File: src/rtl/serial_adder.sv
// Bit-serial N-bit adder: one XOR/AND bit-cell per clock, LSB first, carry flop closes the loop.
// Optional subtract mode (a + ~b + 1) is enabled by defining SERIAL_ADDER_SUB_EN.
module serial_adder #(
    parameter int N = 8
) (
    input  logic         clk_i,
    input  logic         rst_i,
    input  logic         start_i,
    input  logic [N-1:0] a_i,
    input  logic [N-1:0] b_i,
`ifdef SERIAL_ADDER_SUB_EN
    input  logic         sub_i,
`endif
    output logic         busy_o,
    output logic         done_o,
    output logic [N-1:0] s_o,
    output logic         cout_o
);

    localparam int CW = (N > 2) ? $clog2(N) : 1;
    localparam logic [CW-1:0] CNT_LAST = CW'(N - 1);

    typedef enum logic [1:0] {
        IDLE = 2'd0,
        RUN  = 2'd1,
        DONE = 2'd2
    } state_e;

    state_e        state_q, state_d;
    logic [N-1:0]  ra_q, ra_d;
    logic [N-1:0]  rb_q, rb_d;
    logic [N-1:0]  rs_q, rs_d;
    logic [N-1:0]  s_q, s_d;
    logic [CW-1:0] cnt_q, cnt_d;
    logic          c_q, c_d;
    logic          cout_q, cout_d;
    logic          sub_w;

`ifdef SERIAL_ADDER_SUB_EN
    assign sub_w = sub_i;
`else
    assign sub_w = 1'b0;
`endif

    // Full-adder bit step built from two half-adder cells plus an OR.
    logic ha0_s, ha0_c, ha1_s, ha1_c, sbit, c_nx;
    assign ha0_s = ra_q[0] ^ rb_q[0];
    assign ha0_c = ra_q[0] & rb_q[0];
    assign ha1_s = ha0_s ^ c_q;
    assign ha1_c = ha0_s & c_q;
    assign sbit  = ha1_s;
    assign c_nx  = ha0_c | ha1_c;

    always_ff @(posedge clk_i) begin
        if (rst_i) begin
            state_q <= IDLE;
            ra_q    <= '0;
            rb_q    <= '0;
            rs_q    <= '0;
            s_q     <= '0;
            cnt_q   <= '0;
            c_q     <= 1'b0;
            cout_q  <= 1'b0;
        end else begin
            state_q <= state_d;
            ra_q    <= ra_d;
            rb_q    <= rb_d;
            rs_q    <= rs_d;
            s_q     <= s_d;
            cnt_q   <= cnt_d;
            c_q     <= c_d;
            cout_q  <= cout_d;
        end
    end

    always_comb begin
        state_d = state_q;
        ra_d    = ra_q;
        rb_d    = rb_q;
        rs_d    = rs_q;
        s_d     = s_q;
        cnt_d   = cnt_q;
        c_d     = c_q;
        cout_d  = cout_q;
        case (state_q)
            IDLE, DONE: begin
                if (start_i) begin
                    ra_d    = a_i;
                    rb_d    = sub_w ? ~b_i : b_i;
                    c_d     = sub_w;
                    rs_d    = '0;
                    cnt_d   = '0;
                    state_d = RUN;
                end else begin
                    state_d = IDLE;
                end
            end
            RUN: begin
                ra_d  = ra_q >> 1;
                rb_d  = rb_q >> 1;
                c_d   = c_nx;
                rs_d  = {sbit, rs_q[N-1:1]};
                cnt_d = cnt_q + 1'b1;
                if (cnt_q == CNT_LAST) begin
                    s_d     = {sbit, rs_q[N-1:1]};
                    cout_d  = c_nx;
                    cnt_d   = '0;
                    state_d = DONE;
                end
            end
            default: state_d = IDLE;
        endcase
    end

    assign busy_o = (state_q == RUN);
    assign done_o = (state_q == DONE);
    assign s_o    = s_q;
    assign cout_o = cout_q;

endmodule

File: config.mk
export PLATFORM = sky130hd
export DESIGN_NAME = serial_adder
export DESIGN_NICKNAME = d
export VERILOG_FILES = /design/src/rtl/serial_adder.sv
export SDC_FILE = /design/constraint.sdc
export NUM_CORES = 1
export LEC_CHECK = 0
export CORE_ASPECT_RATIO = 0.7
export CORE_UTILIZATION = 50
export CTS_CLUSTER_DIAMETER = 120
export DETAILED_ROUTE_END_ITERATION = 8
export GPL_ROUTABILITY_DRIVEN = 0
export PLACE_DENSITY = 0.77
export RECOVER_POWER = 25
export SLEW_MARGIN = 20
export SYNTH_ARGS = -nofsm -noshare
export SYNTH_HDL_FRONTEND = slang
export SYNTH_SLANG_ARGS = --single-unit
File: constraint.sdc
create_clock -name clk_i -period 1.7 [get_ports clk_i]
set_input_delay 0.51 -clock clk_i [delete_from_list [all_inputs] [get_ports clk_i]]
set_output_delay 0.51 -clock clk_i [all_outputs]
set_load 0.1 [all_outputs]
# After elaboration in Yosys (flattened, before gate mapping)

Cells that the tools add are included.

Register bits after elaboration: 39
ROM bits: 0
Memories kept: 0
Bits in latches: 0
Memory bits (writable): 0

Reduce and logical (&&, ||, !) cells: 5
$add $sub $neg: 1
Shifts and indexed selects: 0
Mux-type cells: 14
Eq/ne operators: 5
Multiply operators: 0
Divide/modulo/power cells: 0
$lt $le $gt $ge: 0
Bitwise gates (word level): 5

Operator list:

| kind                                                            | number |
|---|---|
| 8-bit case mux with 2 select lines                              | 3 |
| 8-bit two-way mux                                               | 3 |
| 3-bit two-way mux                                               | 2 |
| 3-bit case mux with 2 select lines                              | 1 |
| 2-bit case mux with 2 select lines                              | 1 |
| 2-bit AND reduction                                             | 2 |
| 3-bit by 1-bit adder with 3-bit output, second input constant   | 1 |
| 3-bit == test, second input constant                            | 1 |
| 1-bit bitwise AND                                               | 2 |
| 2-bit by 1-bit == test with 1-bit output, second input constant | 1 |
| 2-bit == test, second input constant                            | 1 |
| 2-bit logical NOT                                               | 1 |
| 1-bit two-way mux                                               | 2 |
| 2-bit two-way mux                                               | 1 |
| 2-bit by 1-bit != test with 1-bit output, second input constant | 1 |
| 2-bit != test, second input constant                            | 1 |
| 1-bit case mux with 2 select lines                              | 1 |
| 2-bit nonzero test                                              | 1 |
| 2-bit OR reduction                                              | 1 |
| 1-bit XOR                                                       | 2 |
| 1-bit bitwise OR                                                | 1 |

# Longest topological paths before layout

Depth after elaboration: 4
Mapped depth: 6

# Worst setup path after synthesis

OpenSTA, ideal clock, no wires.

Kind: register to output
Start: register state_q[1]
End: output port done_o
Stages on the path, launching flop included: 2
Arrival: 1.685 ns
Slack: -0.495 ns
Buffers on the path: 0
Path through: dfxtp_1 -> nor2b_1

Longest elaborated chain between the ends: 1

Ends and longest elaborated chain:

| what                     | line | RTL |
|---|---|---|
| start: declaration       | 29   | `state_e state_q, state_d;` |
| start signal: assignment | 65   | `state_q <= state_d;` |
| 2-bit == test            | 116  | `assign done_o = (state_q == DONE);` |
| end: declaration         | 15   | `output logic done_o,` |

No other way between the ends.

# Worst setup path after layout

Start: register state_q[0]
End: output port busy_o

Longest elaborated chain between the ends: 1

Ends and longest elaborated chain:

| what                                     | line | RTL |
|---|---|---|
| 2-bit by 1-bit == test with 1-bit output | 115  | `assign busy_o = (state_q == RUN);` |
| end: declaration                         | 14   | `output logic busy_o,` |

No other way between the ends.

==> impl_metrics.toml <==
[status]
status = "finished, final reports clean"

[detailed_routing]
wl_per_cell_um = 14.0
wl_mm = 3.52
remaining_drc_errors = 0
dr.first_iter.drc_count = 107
first_pass_iters = 5
vias_per_cell = 5.64
vias = 1422
antenna_left = 0

[timing]
setup_tns_ns = 0
period_share_pct = 96.0
rsz0062_at_grt = "false"
skew_ns = 0.00809
final_hold_viol_count = 0
slew_headroom_pct = 67.7
max_freq_mhz = 613
holdWs_ns = 0.463
slew_viol_final = 0
tightestPinTransition_ns = 0.488
period_minus_slack_ns = 1.63
finalSetupViolCount = 0

[pwr]
power.density_nw_per_um2 = 902
seq_power_share_pct = 51.8
clkPwrFrac_pct = 34.2
internal_power_w = 0.00138
swShare_pct = 25.8
pwr-share-comb_pct = 14.1
power.leakage_nw = 0.760
ir_drop_mv = 0.494
p_switching_w = 0.000479

[yosys]
syn_nets = 211
netlist_area_sq_um = 1580
synth_seq_area_share_pct = 48.1
synth_seq_cells = 38
avgSynthCellArea_sq_um = 8.36
ys_types = 21
postSynthCellCount = 189
yosys_warnings = 0

[clock_network]
htreeDepth = 2
cts_buffers = 5
postCtsSetupBuffers = 0
cts-resized-gates = 0
ctsHoldBuffers = 0
cts_max_path_buffers = 2
cts_tree = "built"
clock-sinks = 38
path_clk_slew_ns = 0.07
ctsRootBufferMaster = "clkbuf_8"
insertion_delay_ns = 0.29

[placed_design]
place_area_sq_um = 2010
dp.final_hpwl_mm = 2.41
dp.cells = 244
io_buffers = 29

[floorplanning]
coreArea_sq_um = 2900
die-area_sq_um = 3390
die_w_um = 69.2
start_util_pct = 54.4
rows = 16
ioPinCount = 30
die_y_um = 49.0

[setup_path]
path_cells = "nand2b_1, inv_2, buf_12"
reg2reg_depth = 5
crit_fanout = 6
path_class = "flip-flop to output port"
crit_required_ns = 1.19
r2r_slack_ns = 0.18
crit_path_end_kind = "output port"
cp-start-kind = "flip-flop"
critical_path_arrival_ns = 1.12
critical-path-slowest-cell = "dfxtp_1"
reg2reg_from = "cnt_q[0]"
r2r_end = "s_o[6]"
max_stage_delay_ns = 0.42

[global_route]
grt_overflow_total = 0
grt_pass1_wl_mm = 5.80
grt_max_degree = 43
grt_pass1_vias = 1309
grt.total_usage_pct = 21.9
antenna_found_initial = 0

[final_layout]
fillCellCount = 217
multi_input_area_sq_um = 721
nets = 237
drive_gt1_share_pct = 15.3
n_antenna_cell = 0
final_area_sq_um = 2050
areaGrowthSynthToFinish_pct = 30.0
final_cells = 252
final_util_pct = 70.8
register_area_sq_um = 761

[worst_hold_path]
holdPathStages = 2
hp-start = "s_o[5]"
min_path_type = "flip-flop to flip-flop"
whs_endpoint = "s_o[5]"

[flow_run]
maxCapViolations = 0
-- how the worst max path moves through the flow --
stage               startpoint  slack [ns]  endpoint  cells past startpoint
floorplan           state_q[1]        0.03    done_o                      1
global placement       start_i       -0.02   ra_q[0]                      5
detailed placement     start_i        -0.1   ra_q[2]                      5
CTS                 state_q[0]        0.06    busy_o                      3
global route        state_q[0]      0.0009    busy_o                      3
finish              state_q[0]        0.07    busy_o                      3
-- per-layer routing --
metal  track usage [%]  up-vias  wire length (um)
met4              10.2        0                13
met2              36.6       41              1710
li1                  -      695                 -
met1              26.6      684              1610
met3              5.58        2               189
met5                 0        -                 0
-- critical path: cells and delay by family, from the launching register on --
kind / cells / cell delay (ns)
AND/OR/NAND/NOR: 1 / 0.14
buffers and inverters: 2 / 0.28
flip-flops: 1 / 0.42
-- layout make-up --
cell class	instances	share of cell area [%]
Clock buffer	7	4.20
Clock inverter	1	0.244
Inverter	1	0.183
Multi-Input combinational cell	133	35.1
Sequential cell	38	37.0
Tap cell	36	2.19
Timing Repair Buffer	36	21.1
-- cell usage after synthesis (all sizes together) --
library cell,instances,share of area (%)
dfxtp,38,48
buf,13,5.2
ha,2,1.6
fa,1,1.3
nor2,17,4.0
o21a,1,0.48
a21oi,21,6.7
nand2b,2,0.79
nor2b,2,0.79
inv,1,0.24
nand3,21,6.7
clkbuf,4,0.95
nor4b,1,0.55
a31oi,1,0.40
a311oi,14,10
nand3b,1,0.48
nand2,49,12
-- power by group through the flow --
| stage | clock network (W) | registers [W] | logic [W] |
|---|---|---|---|
| after floorplan | 0 | 0.000972 | 0.000177 |
| after global placement | 0 | 0.000977 | 0.000248 |
| after detailed placement | 0 | 0.000979 | 0.000259 |
| after CTS | 0.000650 | 0.000959 | 0.000261 |
| after global routing | 0.000682 | 0.000964 | 0.000281 |
| final | 0.000634 | 0.000960 | 0.000261 |
-- flip-flops by register name, indices dropped and copies added, names as in the netlist --
signal,flops
ra_q,8
rb_q,8
s_o,8
rs_q,7
cnt_q,3
state_q,2
c_q,1
cout_o,1
-- through the flow --
stage                     power [W]  worst slack, ns
after CTS                   0.00187           0.0616
final                       0.00185           0.0681
after detailed placement    0.00124          -0.0972
after floorplan             0.00115           0.0301
after global routing        0.00193         0.000949
after global placement      0.00123          -0.0217
-- logic make-up after synthesis --
logic type               Yosys count  synth area share, %
AND/OR/NAND/NOR                   93                 24.9
AO/OA/AOI/OAI                     37                 17.7
buffers and inverters             18                 6.41
adder cells (fa/ha/maj)            3                 2.85
flip-flops                        38                 48.1
-- placed cells by master (no fill, tap or decap), drive strengths merged, types with 2 or more instances in the layout --
| cell | n |
|---|---|
| clkdlybuf4s50 | 18 |
| a21oi | 21 |
| clkbuf | 7 |
| dfxtp | 38 |
| a311oi | 14 |
| ha | 2 |
| nand2b | 2 |
| nor2b | 2 |
| nand3 | 21 |
| nand2 | 49 |
| buf | 18 |
| nor2 | 17 |
(Power assumes the default switching activity.)
